$ cat config.mk
export PLATFORM = sky130hd
export DESIGN_NAME = dmem_access_unit
export DESIGN_NICKNAME = d
export VERILOG_FILES = /design/src/rtl/riscv_defines.sv /design/src/rtl/lsu_data_align.sv /design/src/rtl/dmem_access_unit.sv
export SDC_FILE = /design/constraint.sdc
export NUM_CORES = 1
export LEC_CHECK = 0
export ABC_AREA = 1
export BUFFER_PORTS_ARGS = -buffer_cell sky130_fd_sc_hd__buf_2
export CORE_UTILIZATION = 40
export DETAILED_ROUTE_END_ITERATION = 8
export PLACE_DENSITY = 0.72
export SETUP_SLACK_MARGIN = 0.4
export SLEW_MARGIN = 20
export SYNTH_ARGS = -nofsm -noshare
export SYNTH_HDL_FRONTEND = slang
export SYNTH_SLANG_ARGS = --single-unit
$ cat constraint.sdc
create_clock -name clk -period 2.7 [get_ports clk]
set_clock_uncertainty 0.05 [all_clocks]
set_input_delay 0.135 -clock clk [delete_from_list [all_inputs] [get_ports clk]]
set_output_delay 0.135 -clock clk [all_outputs]
set_load 0.01 [all_outputs]
$ cat src/rtl/riscv_defines.sv
// rtl/riscv_defines.sv - core-wide widths and load/store unit types
package riscv_defines;

    localparam int RISCV_ADDR_WIDTH = 32;
    localparam int RISCV_WORD_WIDTH = 32;

    typedef enum logic [1:0] {
        LSU_SIZE_B = 2'b00,
        LSU_SIZE_H = 2'b01,
        LSU_SIZE_W = 2'b10
    } lsu_size_t;

    typedef enum logic [1:0] {
        LSU_ERR_NONE       = 2'b00,
        LSU_ERR_MISALIGNED = 2'b01,
        LSU_ERR_SIZE       = 2'b10,
        LSU_ERR_TIMEOUT    = 2'b11
    } lsu_err_t;

    typedef enum logic [1:0] {
        IDLE   = 2'b00,
        ACCESS = 2'b01,
        RESP   = 2'b10
    } lsu_state_t;

    // Illegal size takes precedence over misalignment.
    function automatic lsu_err_t lsu_check(input logic [1:0] size, input logic [1:0] off);
        if (size == 2'b11)
            return LSU_ERR_SIZE;
        if (size == LSU_SIZE_H && off[0])
            return LSU_ERR_MISALIGNED;
        if (size == LSU_SIZE_W && off != 2'b00)
            return LSU_ERR_MISALIGNED;
        return LSU_ERR_NONE;
    endfunction

endpackage

$ cat src/rtl/lsu_data_align.sv
// rtl/lsu_data_align.sv - store lane replication/byte enables and load lane extraction
module lsu_data_align
    import riscv_defines::*;
(
    input  lsu_size_t                    st_size,
    input  logic [1:0]                   st_off,
    input  logic [RISCV_WORD_WIDTH-1:0]  st_data,
    output logic [RISCV_WORD_WIDTH-1:0]  st_wdata,
    output logic [3:0]                   st_be,
    input  lsu_size_t                    ld_size,
    input  logic [1:0]                   ld_off,
    input  logic                         ld_sign_ext,
    input  logic [RISCV_WORD_WIDTH-1:0]  ld_raw,
    output logic [RISCV_WORD_WIDTH-1:0]  ld_data
);

    logic [RISCV_WORD_WIDTH-1:0] ld_shifted;

    always_comb begin
        st_wdata = st_data;
        st_be    = 4'b0000;
        case (st_size)
            LSU_SIZE_B: begin
                st_wdata = {4{st_data[7:0]}};
                st_be    = 4'b0001 << st_off;
            end
            LSU_SIZE_H: begin
                st_wdata = {2{st_data[15:0]}};
                st_be    = 4'b0011 << st_off;
            end
            LSU_SIZE_W: begin
                st_be    = 4'b1111;
            end
            default: ;
        endcase
    end

    assign ld_shifted = ld_raw >> {ld_off, 3'b000};

    always_comb begin
        ld_data = ld_raw;
        case (ld_size)
            LSU_SIZE_B: ld_data = ld_sign_ext ? {{24{ld_shifted[7]}}, ld_shifted[7:0]}
                                              : {24'h000000, ld_shifted[7:0]};
            LSU_SIZE_H: ld_data = ld_sign_ext ? {{16{ld_shifted[15]}}, ld_shifted[15:0]}
                                              : {16'h0000, ld_shifted[15:0]};
            default: ;
        endcase
    end

endmodule

$ cat src/rtl/dmem_access_unit.sv
// rtl/dmem_access_unit.sv - single-access load/store unit on the dmem valid/ready port
module dmem_access_unit
    import riscv_defines::*;
#(
    parameter int TIMEOUT_CYCLES = 256
) (
    input  logic                         clk,
    input  logic                         rst_n,
    input  logic                         req_i,
    output logic                         req_ready_o,
    input  logic                         we_i,
    input  logic [1:0]                   size_i,
    input  logic                         sign_ext_i,
    input  logic [RISCV_ADDR_WIDTH-1:0]  addr_i,
    input  logic [RISCV_WORD_WIDTH-1:0]  wdata_i,
    output logic                         done_o,
    output logic [RISCV_WORD_WIDTH-1:0]  rdata_o,
    output logic                         err_o,
    output logic [1:0]                   err_cause_o,
    output logic                         dmem_valid_o,
    input  logic                         dmem_ready_i,
    output logic [RISCV_ADDR_WIDTH-1:0]  dmem_addr_o,
    output logic [RISCV_WORD_WIDTH-1:0]  dmem_wdata_o,
    output logic [3:0]                   dmem_we_o,
    input  logic [RISCV_WORD_WIDTH-1:0]  dmem_rdata_i
);

    localparam int CW = (TIMEOUT_CYCLES > 1) ? $clog2(TIMEOUT_CYCLES) : 1;
    localparam logic [CW-1:0] TO_LAST = CW'((TIMEOUT_CYCLES > 0) ? TIMEOUT_CYCLES - 1 : 0);

    lsu_state_t                  state_q, state_d;
    logic                        we_q;
    lsu_size_t                   size_q;
    logic                        sign_ext_q;
    logic [1:0]                  off_q;
    logic [RISCV_ADDR_WIDTH-1:0] addr_q;
    logic [RISCV_WORD_WIDTH-1:0] wdata_q;
    logic [3:0]                  be_q;
    logic [RISCV_WORD_WIDTH-1:0] rdata_q;
    logic                        err_q;
    lsu_err_t                    cause_q;
    logic [CW-1:0]               cnt_q;

    lsu_err_t                    req_chk;
    logic                        timeout_hit;
    logic [RISCV_WORD_WIDTH-1:0] st_wdata;
    logic [3:0]                  st_be;
    logic [RISCV_WORD_WIDTH-1:0] ld_data;

    lsu_data_align u_align (
        .st_size     (lsu_size_t'(size_i)),
        .st_off      (addr_i[1:0]),
        .st_data     (wdata_i),
        .st_wdata    (st_wdata),
        .st_be       (st_be),
        .ld_size     (size_q),
        .ld_off      (off_q),
        .ld_sign_ext (sign_ext_q),
        .ld_raw      (dmem_rdata_i),
        .ld_data     (ld_data)
    );

    assign req_chk     = lsu_check(size_i, addr_i[1:0]);
    assign timeout_hit = (TIMEOUT_CYCLES != 0) && (cnt_q == TO_LAST);

    always_comb begin
        state_d = state_q;
        case (state_q)
            IDLE:    if (req_i) state_d = (req_chk == LSU_ERR_NONE) ? ACCESS : RESP;
            ACCESS:  if (dmem_ready_i || timeout_hit) state_d = RESP;
            RESP:    state_d = IDLE;
            default: state_d = IDLE;
        endcase
    end

    always_ff @(posedge clk) begin
        if (!rst_n) begin
            state_q    <= IDLE;
            we_q       <= 1'b0;
            size_q     <= LSU_SIZE_B;
            sign_ext_q <= 1'b0;
            off_q      <= 2'b00;
            addr_q     <= '0;
            wdata_q    <= '0;
            be_q       <= 4'b0000;
            rdata_q    <= '0;
            err_q      <= 1'b0;
            cause_q    <= LSU_ERR_NONE;
            cnt_q      <= '0;
        end else begin
            state_q <= state_d;
            case (state_q)
                IDLE: if (req_i) begin
                    we_q       <= we_i;
                    size_q     <= lsu_size_t'(size_i);
                    sign_ext_q <= sign_ext_i;
                    off_q      <= addr_i[1:0];
                    addr_q     <= {addr_i[RISCV_ADDR_WIDTH-1:2], 2'b00};
                    wdata_q    <= st_wdata;
                    be_q       <= we_i ? st_be : 4'b0000;
                    err_q      <= (req_chk != LSU_ERR_NONE);
                    cause_q    <= req_chk;
                    cnt_q      <= '0;
                end
                ACCESS: begin
                    // A ready arriving on the last timeout cycle still completes cleanly.
                    if (dmem_ready_i) begin
                        if (!we_q)
                            rdata_q <= ld_data;
                    end else begin
                        cnt_q <= cnt_q + 1'b1;
                        if (timeout_hit) begin
                            err_q   <= 1'b1;
                            cause_q <= LSU_ERR_TIMEOUT;
                        end
                    end
                end
                default: ;
            endcase
        end
    end

    assign req_ready_o  = (state_q == IDLE);
    assign done_o       = (state_q == RESP);
    assign err_o        = done_o & err_q;
    assign err_cause_o  = done_o ? cause_q : LSU_ERR_NONE;
    assign dmem_valid_o = (state_q == ACCESS);
    assign dmem_we_o    = dmem_valid_o ? be_q : 4'b0000;
    assign dmem_addr_o  = addr_q;
    assign dmem_wdata_o = wdata_q;
    assign rdata_o      = rdata_q;

endmodule

Yosys cells after proc, flatten, opt, wreduce, memory -nomap -nowiden
Index checks and enable logic that the tools add are counted.
{ "word_totals": {"register_bits": 117, "input_bits": 104, "output_inout_bits": 106, "word_cells": 79} }
{ "classes": {"n_addsub": 1, "eq_ne": 11, "shift": 3, "n_mux": 35, "n_bitwise": 2, "reduce_logical": 15} }
{ "op_table": {"columns": ["operator", "count"], "rows": [
  ["$pmux W32 S2", 2],
  ["$mux W32", 2],
  ["$shr A32 B5 Y16", 1],
  ["$mux W2", 13],
  ["$mux W8", 2],
  ["$pmux W8 S2", 1],
  ["$pmux W4 S3", 1],
  ["$mux W1", 9],
  ["$add A8 B1 Y8 const B", 1],
  ["$eq A8 B8 Y1 const B", 1],
  ["$logic_not A2 Y1", 4],
  ["$mux W4", 2],
  ["$pmux W2 S2", 2],
  ["$eq A2 B1 Y1 const B", 3],
  ["$eq A2 B2 Y1 const B", 3],
  ["$reduce_and A3 Y1", 2],
  ["$reduce_bool A2 Y1", 3],
  ["$ne A2 B1 Y1 const B", 2],
  ["$ne A2 B2 Y1 const B", 2],
  ["$reduce_and A2 Y1", 2],
  ["$reduce_and A4 Y1", 1],
  ["$shl A1 B2 Y4 const A", 1],
  ["$shl A2 B2 Y4 const A", 1],
  ["$logic_and A1 B1 Y1", 2],
  ["other kinds (4)", 4]
]} }

Longest topological paths before layout
Gate-level depths: netlist (run 1).
{ "depth": {"word_depth": 13, "depth_mapped": 10, "mapped_depth_nobuf": 8} }

By module
A second synthesis (run 1) with hierarchy kept.
{ "unflattened": {"hier_cells": 831, "hier_area_um2": 5597.9} }
{ "by_module_without_submodules": {"columns": ["mod", "instances", "cells_per_inst", "area_per_inst_um2", "seq_area_each_um2"], "rows": [
  ["dmem_access_unit", 1, 569, 4332.9, 2342.2],
  ["lsu_data_align", 1, 262, 1265.0, 0.0]
]} }

Least setup slack after synthesis (run 1)
No wires, ideal clock.
{ "synth_timing": {"path_kind": "register to register", "start": "register state_q[0]", "end": "register rdata_q[23], in the netlist rdata_o[23]", "setup_time_ns": 0.109, "arrival_time_ns": 1.275, "required_ns": 2.541, "slack_ns": 1.266, "stages_incl_launch_ff": 9, "path_buffers": 1, "synth_period_minus_slack_ns": 1.434, "cell_sequence": "dfxtp_1 -> inv_2 -> nor2_4 -> nand3_4 -> clkbuf_1 -> a21oi_1 -> nand3_1 -> nand2_1 -> inv_1"} }
{ "synth_via": {"elab_chain_len": 2} }
{ "synth_lines": {"columns": ["item", "line", "text"], "rows": [
  ["start: declaration", "dmem_access_unit.sv:31", "lsu_state_t state_q, state_d;"],
  ["start signal: assignment", "dmem_access_unit.sv:91", "state_q <= state_d;"],
  ["$eq A2 B1 Y1", null, null],
  ["net dmem_valid_o", "dmem_access_unit.sv:20", "output logic dmem_valid_o,"],
  ["$reduce_and A3 Y1 (no line)", null, null],
  ["end signal: assignment", "dmem_access_unit.sv:109", "rdata_q <= ld_data;"],
  ["end: declaration", "dmem_access_unit.sv:39", "logic [RISCV_WORD_WIDTH-1:0] rdata_q;"]
]} }
The timed path passes the listed nets, and every way through them passes these cells.
A chain may end at the register's enable or synchronous reset.

Final worst setup path (run 1)
{ "layout_timing": {"start": "register state_q[0]", "end": "register rdata_q[19], in the netlist rdata_o[19]"} }
{ "layout_via": {"elab_chain_len": 2} }
{ "layout_lines": {"columns": ["item", "line", "text"], "rows": [
  ["$eq A2 B1 Y1", "dmem_access_unit.sv:92", "case (state_q)"],
  ["$reduce_and A3 Y1 (no line)", null, null]
]} }
Every way passes these cells.

==> results of run 1 <==
[kinds of logic after synthesis]
family | Yosys count | share of synthesized area
DFF | 117 | 0.427
AOI/OAI and AO/OA | 200 | 0.196
adders and majority gates | 1 | 0.00228
buffers and inverters | 138 | 0.107
other | 1 | 0.000684
and+or+nand+nor | 350 | 0.267
[through the flow]
step,worst slack (ns),instances,area (µm²),hold slack [ns],util
2_1_floorplan,1.27,808,5480,0.224,-
3_3_place_gp,0.757,1155,6590,0.333,0.496
3_5_place_dp,0.683,1155,6590,0.342,0.496
4_1_cts,0.666,1245,7780,0.0000585,0.585
5_1_grt,0.488,1245,7780,0.0304,0.585
6_report,0.641,1245,7780,0.0101,0.585
[worst min path at each step]
stage                     startpoint                          end  cells after the start
global route        dmem_rdata_i[23]     rdata_o[23]$_SDFFE_PN0P_                      5
floorplan                       we_i            we_q$_SDFFE_PN0P_                      2
finish               dmem_rdata_i[2]      rdata_o[2]$_SDFFE_PN0P_                      5
global placement           addr_i[2]  dmem_addr_o[2]$_SDFFE_PN0P_                      3
detailed placement         addr_i[6]  dmem_addr_o[6]$_SDFFE_PN0P_                      3
CTS                  dmem_rdata_i[2]      rdata_o[2]$_SDFFE_PN0P_                      5
[power groups by stage]
stage	Clock [mW]	Combinational (mW)	Sequential, mW
floorplan	0	0.542	2.06
detailed placement	0	0.962	2.00
CTS	2.35	1.03	1.97
global placement	0	0.955	2.00
finish	2.32	1.04	1.97
global route	2.44	1.16	1.99
[placed cells by master (no fill, tap or decap)]
cell type	instances
clkinv_2	3
a31oi_1	8
o21a_1	1
clkinvlp_4	4
nand3_1	42
inv_6	1
buf_2	207
o21ai_0	72
inv_1	85
nand3b_1	1
nand4_1	4
clkbuf_16	17
clkinv_1	2
clkbuf_1	1
nand2_1	162
o22ai_1	12
a21o_1	1
conb_1	2
nand2_4	1
buf_12	1
nand3_2	2
nor2_2	7
nand3_4	1
o21ai_1	25
nor2_1	124
nand2_2	1
clkinv_4	1
ha_1	1
bufinv_16	3
inv_2	5
a22o_1	8
nor2_4	4
dfxtp_1	117
nor3_1	1
clkbuf_8	2
dlygate4sd3_1	58
a21oi_1	70
a21oi_2	3
buf_4	9
[registers in the layout, summed over array words and instances, names as in the netlist]
name	cells
rdata_o	32
state_q	2
err_q	1
sign_ext_q	1
size_q	2
cnt_q	8
off_q	2
be_q	4
dmem_wdata_o	32
we_q	1
dmem_addr_o	30
cause_q	2
[what timing repair did]
item                                   CTS  global route
endpoints found under the hold margin   58             0
gates resized for setup                  0             0
hold buffers                            58             0
setup buffers                            0             0
[area by class of cell]
cell class / instances / area, µm² / area share
Clock buffer: 20 / 457 / 0.0587
Tap cell: 176 / 220 / 0.0283
Multi-Input combinational cell: 553 / 2560 / 0.329
Inverter: 92 / 345 / 0.0444
Clock inverter: 12 / 153 / 0.0196
Sequential cell: 117 / 2340 / 0.301
Timing Repair Buffer: 275 / 1700 / 0.219
[worst register-to-register path: stages, from the launching register on]
cell,delay (ns)
dfxtp_1,0.43
inv_2,0.07
nor2_4,0.18
nand3_4,0.24
inv_2,0.46
buf_4,0.34
nor2_1,0.07
nor2_1,0.08
nand2_1,0.06
inv_1,0.05
[per-layer routing]
layer | part of all wire | global-route usage | vias to the layer above
met5 | 0 | 0 | -
met1 | 0.44 | 0.310 | 2700
met3 | 0.077 | 0.0790 | 29
met4 | 0.025 | 0.106 | 0
li1 | - | - | 3094
met2 | 0.46 | 0.404 | 245
==> results by group, run 1 <==
Finish
  • Fillers: between 1000 and 1500
  • Layout area overhead: 41.9%
  • Diode count: 0
  • Number of nets in the layout: ~1200
  • Layout cells sized above 1: 0.254

Flow run
  • Maxcap violations: 0

Setup path
  • Worst-case reg-to-reg path depth: 9
  • Reg2Reg Setup Slack: between 0.6 and 0.7 ns
  • Crit-path slowest cell: inv_2
  • CP peak stage delay: around 0.45 ns
  • WP data required: between 3 and 4 ns
  • Bufs and invs on worst path: 4
  • CP arrival: about 2.4 ns
  • Worst setup path endpoint: rdata_o[19]$_SDFFE_PN0P_
  • Delay-heaviest family, CP: buffers and inverters
  • Cell chain of the critical path: inv_2, nor2_4, nand3_4, inv_2, buf_4, nor2_1, nor2_1, nand2_1, inv_1
  • R2R Path End: rdata_o[19]$_SDFFE_PN0P_
  • RR Startpoint: state_q[0]$_SDFFE_PN0P_
  • Crit. Startpoint: state_q[0]$_SDFFE_PN0P_
  • Kind of critical path: reg -> reg
  • Startpoint type of the worst setup path: flip-flop
  • Crit Path Max Fanout: 30
  • Stages on the worst setup path: 9
  • CP Capture Type: flip-flop

Synthesis
  • Ys Warns: 0
  • Syn_area_per_cell: approximately 6.8 µm²
  • Most used DFF post-synth: dfxtp_1
  • Area contributors post-synth: dfxtp_1 43%, nand2_1 11%, nor2_1 8.5%
  • Most frequent cells after synthesis: 162 x nand2_1, 124 x nor2_1, 117 x dfxtp_1, 85 x inv_1, 72 x o21ai_0
  • Synthesized area: around 5500 µm²
  • Dominant cell by count in the synthesized netlist: nand2_1
  • Sequential area share after synthesis: 0.427
  • Synth area leader: dfxtp_1
  • Seq cells post-synth: ~120
  • Ys async rst share: 0
  • Synth top area share: 0.427
  • Number of synthesized flops with an enable pin: 0
  • Synth unique cells: 32
  • Cell count after synthesis: 807

Floorplan
  • Die width: approximately 120 µm
  • Die H: 119 µm
  • Full die area: 14200 µm²
  • Starting Density: 0.412
  • Cell Rows: 42
  • Core footprint: about 13000 µm²
  • I/O pin cnt: 210

Pwr
  • Clock share of power: 0.435
  • P_leak: a little under 4 nW
  • Register share of total power: 0.370
  • Total power: roughly 5.3 mW
  • VDD IR-drop max: 0.532 mV
  • Int Power: 3.79 mW
  • Switching pwr: around 1.5 mW
  • PwrDens: roughly 690 nW/µm²
  • Switching Fraction: 0.290
  • Logic gate share of total power: 0.195

Placement
  • Port bufs: between 200 and 250
  • Routability Congestion: between 0.8 and 0.9
  • HPWL Detailed: 12.0 mm

Global route
  • Global-route wire length before repair: 28.0 mm
  • Grt ovf: 0
  • Initial antenna violation count: 0
  • GRT Overall Usage: 0.252
  • Number of global-route vias before repair: roughly 5700
  • Largest net degree at the start of global routing: 50

Routing
  • Antenna Nets Post-Route: 0
  • DR vias: between 6000 and 7000
  • DR vias/cell: slightly below 5
  • DRC: 0
  • Avg WL per Cell: approximately 14 µm
  • Drt total wl: between 15 and 20 mm
  • First drt pass iteration count: 5
  • DR iter-0 viols: 365

CTS
  • Clk sinks: ~120
  • H-tree depth: 4
  • Reg clk slew, reported paths: about 0.060 ns
  • CTS Buffer Depth: 2
  • Clk_lat worst skew: between 0.4 and 0.5 ns
  • Root buf cell: clkbuf_16
  • TritonCTS clock tree: done
  • TritonCTS Buffers: 17

STA
  • Max Fclk: between 0.4 and 0.5 GHz
  • # setup viols final: 0
  • Setup TNS Final: 0 ns
  • Fin crit period: 2.06 ns
  • Slew Limit Headroom: 0.572
  • Worst-Margin Slew: ~0.64 ns
  • Fin crit share: 0.763
  • RSZ-0062 raised after global routing: false
  • Final hold vios: 0
  • Slew Viols, Final: 0

Min path
  • HP Class: in -> reg

Outcome
  • Status: complete, no violations
Note: power is estimated with default switching activity, not from simulation.
==> run 2, diff against run 1 <==
--- a/config.mk
+++ b/config.mk
@@ -9,7 +9,7 @@
 export BUFFER_PORTS_ARGS = -buffer_cell sky130_fd_sc_hd__buf_2
 export CORE_UTILIZATION = 40
 export DETAILED_ROUTE_END_ITERATION = 8
-export PLACE_DENSITY = 0.72
+export PLACE_DENSITY = 0.75
 export SETUP_SLACK_MARGIN = 0.4
 export SLEW_MARGIN = 20
 export SYNTH_ARGS = -nofsm -noshare
==> constraint.sdc (replaced) <==
create_clock -name clk -period 1.75 [get_ports clk]
set_clock_uncertainty 0.05 [all_clocks]
set_input_delay 0.0875 -clock clk [delete_from_list [all_inputs] [get_ports clk]]
set_output_delay 0.0875 -clock clk [all_outputs]
set_load 0.01 [all_outputs]
==> results by group, run 2 (synthesis results as in run 1) <==
STA
  • Worst-Margin Slew: 0.547 ns (-0.0906 ns)
  • Fin crit period: ~1.5 ns
  • Slew Limit Headroom: 0.634 (+0.0619)
  • Min Hold Slack: 0.0220 ns (+0.0118 ns)
  • Fin crit share: 0.875
  • Max Fclk: around 0.65 GHz
  • Slew Viols, Final: 0 (unchanged)
  • Final hold vios: 0 (unchanged)
  • RSZ-0062 raised after global routing: true
  • Setup TNS Final: 0 ns (unchanged)
  • # setup viols final: 0 (unchanged)

Routing
  • DR vias/cell: 5.11 (+4.8%)
  • Antenna Nets Post-Route: 0 (unchanged)
  • First drt pass iteration count: 6 (+1)
  • DR iter-0 viols: 572 (+57%)
  • Drt total wl: 19.8 mm (+12%)
  • DR vias: 6703 (+10%)
  • DRC: 0 (unchanged)
  • Avg WL per Cell: 15.1 µm (+6.0%)

Pwr
  • P_leak: 4.28 nW (+9.9%)
  • VDD IR-drop max: 0.643 mV (+21%)
  • Switching pwr: 2.60 mW (+68%)
  • Switching Fraction: 0.311 (+0.0209)
  • Clock share of power: 0.392 (-0.043)
  • Logic gate share of total power: 0.243 (+0.048)
  • Register share of total power: 0.365 (-0.005)
  • Int Power: 5.76 mW (+52%)
  • PwrDens: 962 nW/µm² (+40%)

Min path
  • WHS Endpoint: rdata_o[18]$_SDFFE_PN0P_
  • Hold Path Stages: 5 (unchanged)
  • Min-Delay Startpoint: dmem_rdata_i[18]
  • HP Class: in -> reg

Floorplan
  • Starting Density: 0.412 (unchanged)
  • Die width: 119 µm (unchanged)
  • Core footprint: 13300 µm² (unchanged)
  • I/O pin cnt: 210 (unchanged)
  • Full die area: 14200 µm² (unchanged)
  • Die H: 119 µm (unchanged)
  • Cell Rows: 42 (unchanged)

Placement
  • Routability Congestion: 0.901 (+4.8%)
  • Post-Place Cell Area: 6730 µm² (+2.1%)
  • HPWL Detailed: 12.1 mm (+0.83%)
  • Port bufs: 207 (unchanged)

Finish
  • Layout cells sized above 1: 0.314 (+0.0598)
  • Layout area overhead: 58.8%
  • Post-route cell area: 8700 µm² (+12%)
  • Fillers: 1008 (-14%)
  • Diode count: 0 (unchanged)
  • Commonest cells after routing, fill and taps aside: 205 x buf_2, 157 x nand2_1, 113 x dfxtp_1
  • Number of nets in the layout: 1228 (+5.8%)
  • Commonest non-fill, non-tap cell in the layout: buf_2

CTS
  • CTS Buffer Depth: 2 (unchanged)
  • Clk sinks: 117 (unchanged)
  • Reg clk slew, reported paths: 0.06 ns (about the same)
  • Root buf cell: clkbuf_16
  • Clk_lat worst skew: 0.42 ns (about the same)
  • H-tree depth: 4 (unchanged)
  • TritonCTS clock tree: done
  • TritonCTS Buffers: 17 (unchanged)

Flow run
  • Maxcap violations: 0 (unchanged)

Setup path
  • Reg2Reg Setup Slack: 0.24 ns (-0.40 ns)
  • Worst-case reg-to-reg path depth: 8 (-1)
  • Crit Path Max Fanout: 4 (-87%)
  • Kind of critical path: reg -> out
  • R2R Path End: dmem_wdata_o[8]$_SDFFE_PN0P_
  • Startpoint type of the worst setup path: flip-flop
  • RR Startpoint: state_q[1]$_SDFFE_PN0P_
  • CP Capture Type: output port
  • CP arrival: 1.39 ns (-0.99 ns)
  • WP data required: 1.61 ns (-1.41 ns)

Outcome
  • Status: complete, no violations

Global route
  • Grt ovf: 0 (unchanged)
  • Largest net degree at the start of global routing: 51 (+2.0%)
  • GRT Overall Usage: 0.269 (+0.0174)
  • Global-route wire length before repair: 30.2 mm (+7.7%)
  • Initial antenna violation count: 0 (unchanged)
  • Number of global-route vias before repair: 6270 (+9.1%)
==> run 2: cell type report <==
cell class	instances	area [µm²]	share of cell area
tap	176	220	0.0253
multi-input combinational	554	2750	0.316
inverter	92	380	0.0437
clock buffer	18	429	0.0493
clock inverter	14	129	0.0148
timing repair buffer	340	2420	0.279
sequential	117	2350	0.271
timing repair inverter	1	16.3	0.00187
==> run 2: power by group through the flow <==
stage	combinational, mW	sequential (mW)	clock [mW]
after floorplan	0.840	3.18	0
after global placement	1.53	3.09	0
after detailed placement	1.55	3.09	0
after CTS	1.83	3.05	3.34
after global routing	2.21	3.08	3.46
final	2.03	3.05	3.28
==> run 2: metal layers <==
metal | GRT usage | part of all wire | up-vias
met4 | 0.135 | 0.038 | 0
li1 | - | - | 3240
met5 | 0 | 0 | -
met3 | 0.0694 | 0.086 | 80
met2 | 0.446 | 0.48 | 376
met1 | 0.321 | 0.40 | 3007
==> run 2: through the flow <==
stage / setup WS, ns / power [mW] / instances / utilization
global route: 0.205 / 8.74 / 1312 / 0.655
floorplan: 0.377 / 4.02 / 808 / -
detailed placement: 0.148 / 4.64 / 1168 / 0.506
global placement: 0.190 / 4.62 / 1168 / 0.506
CTS: 0.337 / 8.21 / 1298 / 0.629
finish: 0.219 / 8.37 / 1312 / 0.655
==> run 2: worst max-delay path, cell delays in order, from the launching register on <==
cell	delay (ns)
dfxtp_4	0.37
buf_4	0.15
nor2_4	0.15
inv_2	0.08
nor2_2	0.10
buf_2	0.14
==> run 2: worst max-delay path by stage <==
stage	start	endpoint	slack, ns	depth (start not counted)
3_5_place_dp	state_q[1]$_SDFFE_PN0P_	cnt_q[4]$_SDFFE_PN0P_	0.15	6
6_report	state_q[0]$_SDFFE_PN0P_	err_cause_o[1]	0.22	5
3_3_place_gp	state_q[1]$_SDFFE_PN0P_	err_q$_SDFFE_PN0P_	0.19	6
4_1_cts	state_q[1]$_SDFFE_PN0P_	err_o	0.34	5
2_1_floorplan	off_q[1]$_SDFFE_PN0P_	rdata_o[30]$_SDFFE_PN0P_	0.38	10
5_1_grt	state_q[1]$_SDFFE_PN0P_	dmem_wdata_o[8]$_SDFFE_PN0P_	0.20	8
==> run 2: repair_timing <==
action,CTS,global route
pin swaps,9,18
hold buffers,81,1
setup buffers,16,10
endpoints found under the setup margin,122,113
gates resized for setup,43,60
cloned,1,3
endpoints found under the hold margin,83,1
==> run 3, diff against run 2 <==
--- a/config.mk
+++ b/config.mk
@@ -6,10 +6,10 @@
 export NUM_CORES = 1
 export LEC_CHECK = 0
 export ABC_AREA = 1
-export BUFFER_PORTS_ARGS = -buffer_cell sky130_fd_sc_hd__buf_2
 export CORE_UTILIZATION = 40
 export DETAILED_ROUTE_END_ITERATION = 8
-export PLACE_DENSITY = 0.75
+export DONT_BUFFER_PORTS = 1
+export PLACE_DENSITY = 0.61
 export SETUP_SLACK_MARGIN = 0.4
 export SLEW_MARGIN = 20
 export SYNTH_ARGS = -nofsm -noshare
==> results by group, run 3 (synthesis results as in run 1) <==
Placement
  • Post-Place Cell Area: 5660 µm² (-16%)
  • Placement Setup Slack: 0.127 ns (-0.0209 ns)
  • HPWL Detailed: 11.7 mm (-3.6%)
  • Port bufs: 0 (-100%)
  • Routability Congestion: 0.882 (-2.1%)

Pwr
  • VDD IR-drop max: 0.634 mV (-1.5%)
  • Int Power: 5.76 mW (about the same)
  • PwrDens: 1110 nW/µm² (+15%)
  • Switching pwr: 2.32 mW (-11%)
  • P_leak: 3.17 nW (-26%)
  • Logic gate share of total power: 0.173 (-0.070)
  • Clock share of power: 0.431 (+0.039)
  • Register share of total power: 0.396 (+0.031)
  • Switching Fraction: 0.287 (-0.0240)

Outcome
  • Failing checks: negative hold slack
  • Status: finished with violations

CTS
  • Clk sinks: 117 (unchanged)
  • TritonCTS clock tree: done
  • TritonCTS Buffers: 17 (unchanged)
  • CTS Buffer Depth: 2 (unchanged)
  • Clk_lat worst skew: 0.41 ns (about the same)
  • CTS Hold Bufs: 57 (-30%)
  • H-tree depth: 4 (unchanged)
  • Reg clk slew, reported paths: 0.06 ns (about the same)
  • Root buf cell: clkbuf_16

Floorplan
  • Die width: 119 µm (unchanged)
  • Core footprint: 13300 µm² (unchanged)
  • I/O pin cnt: 210 (unchanged)
  • Die H: 119 µm (unchanged)
  • Full die area: 14200 µm² (unchanged)
  • Cell Rows: 42 (unchanged)
  • Starting Density: 0.412 (unchanged)

Routing
  • Drt total wl: 18.0 mm (-9.0%)
  • DR vias/cell: 5.25 (+2.8%)
  • Antenna Nets Post-Route: 0 (unchanged)
  • DR vias: 5594 (-17%)
  • DR iter-0 viols: 515 (-10%)
  • DRC: 0 (unchanged)
  • Avg WL per Cell: 16.9 µm (+12%)
  • First drt pass iteration count: 7 (+1)

Global route
  • Number of global-route vias before repair: 5167 (-18%)
  • GRT Overall Usage: 0.250 (-0.0193)
  • Grt ovf: 0 (unchanged)
  • Initial antenna violation count: 0 (unchanged)
  • Global-route wire length before repair: 27.4 mm (-9.3%)
  • Largest net degree at the start of global routing: 78 (+53%)

STA
  • Setup TNS Final: 0 ns (unchanged)
  • Fin crit share: 0.846 (-0.0292)
  • Min Hold Slack: -0.252 ns (-0.274 ns)
  • Final worst slack: 0.270 ns (+0.0512 ns)
  • Fin crit period: 1.48 ns (-0.0512 ns)
  • Max Fclk: 0.676 GHz (+3.5%)
  • Final hold vios: 79 (+79)
  • Slew Viols, Final: 0 (unchanged)
  • RSZ-0062 raised after global routing: true
  • # setup viols final: 0 (unchanged)

Setup path
  • CP arrival: 1.79 ns (+0.40 ns)
  • Kind of critical path: reg -> reg
  • WP data required: 2.06 ns (+0.45 ns)
  • Startpoint type of the worst setup path: flip-flop
  • Worst-case reg-to-reg path depth: 10 (+2)
  • Crit Path Max Fanout: 6 (+2)
  • CP Capture Type: flip-flop

Finish
  • Multi-input gate area: 2740 µm² (-0.27%)
  • Commonest non-fill, non-tap cell in the layout: nand2_1
  • Fillers: 1265 (+25%)
  • Layout cells sized above 1: 0.144 (-0.170)
  • Layout area overhead: 32.8%
  • Number of nets in the layout: 981 (-20%)
  • Post-route cell area: 7280 µm² (-16%)
  • Diode count: 0 (unchanged)
  • Sequential cell area: 2350 µm² (-0.16%)
  • Commonest cells after routing, fill and taps aside: 158 x nand2_1, 112 x dfxtp_1, 111 x nor2_1

Flow run
  • Maxcap violations: 0 (unchanged)

Min path
  • Hold Path Stages: 2 (-3)
  • HP Class: in -> reg
-- run 3: per-stage QoR --
stage | cells | util | power (mW)
finish | 1065 | 0.548 | 8.08
global route | 1065 | 0.548 | 8.45
CTS | 1057 | 0.533 | 8.06
detailed placement | 959 | 0.426 | 4.30
global placement | 959 | 0.426 | 4.28
floorplan | 808 | - | 4.02
-- run 3: critical path, cell delays in order, from the launching register on --
cell and delay [ns]:
dfxtp_4 0.38, inv_2 0.05, nor2_4 0.18, nand3_4 0.14, buf_12 0.16, clkinv_8 0.07, clkbuf_16 0.15, nor2_1 0.05
nor2_1 0.09, nand2_1 0.06, inv_1 0.05
-- run 3: path summary, 6_finish.rpt --
kind / startpoint / endpoint / slack [ns]
max reg2reg: state_q[0]$_SDFFE_PN0P_ / rdata_o[23]$_SDFFE_PN0P_ / 0.27
min: rst_n / rdata_o[13]$_SDFFE_PN0P_ / -0.25
max: state_q[0]$_SDFFE_PN0P_ / rdata_o[23]$_SDFFE_PN0P_ / 0.27
min reg2reg: cnt_q[0]$_SDFFE_PN0P_ / cnt_q[0]$_SDFFE_PN0P_ / 0.39
-- run 3: timing repair --
| action | CTS | global route |
|---|---|---|
| hold endpoints to repair | 112 | 79 |
| pin swaps | 4 | 10 |
| setup buffers | 6 | 4 |
| cloned | 3 | 4 |
| setup endpoints to repair | 116 | 117 |
| resized for setup | 48 | 26 |
-- run 3: metal layers --
metal  track usage  up-vias  share of wire
li1              -     2743              -
met3        0.0824       37           0.10
met1         0.317     2504           0.42
met5             0        -              0
met2         0.385      310           0.46
met4         0.108        0          0.025
-- run 3: cell type report --
cell class | instances | share of cell area
multi-input cells | 555 | 0.376
well taps | 176 | 0.0303
repair inverters | 2 | 0.00241
clock inverters | 8 | 0.0132
inverters | 92 | 0.0512
clock buffers | 24 | 0.0689
repair buffers | 91 | 0.135
flip-flops and latches | 117 | 0.323
-- run 3: power groups by stage --
stage / clock network, mW / registers (mW) / logic, mW
global placement: 0 / 3.24 / 1.04
CTS: 3.54 / 3.20 / 1.32
global route: 3.69 / 3.23 / 1.54
finish: 3.48 / 3.20 / 1.40
floorplan: 0 / 3.18 / 0.840
detailed placement: 0 / 3.24 / 1.05
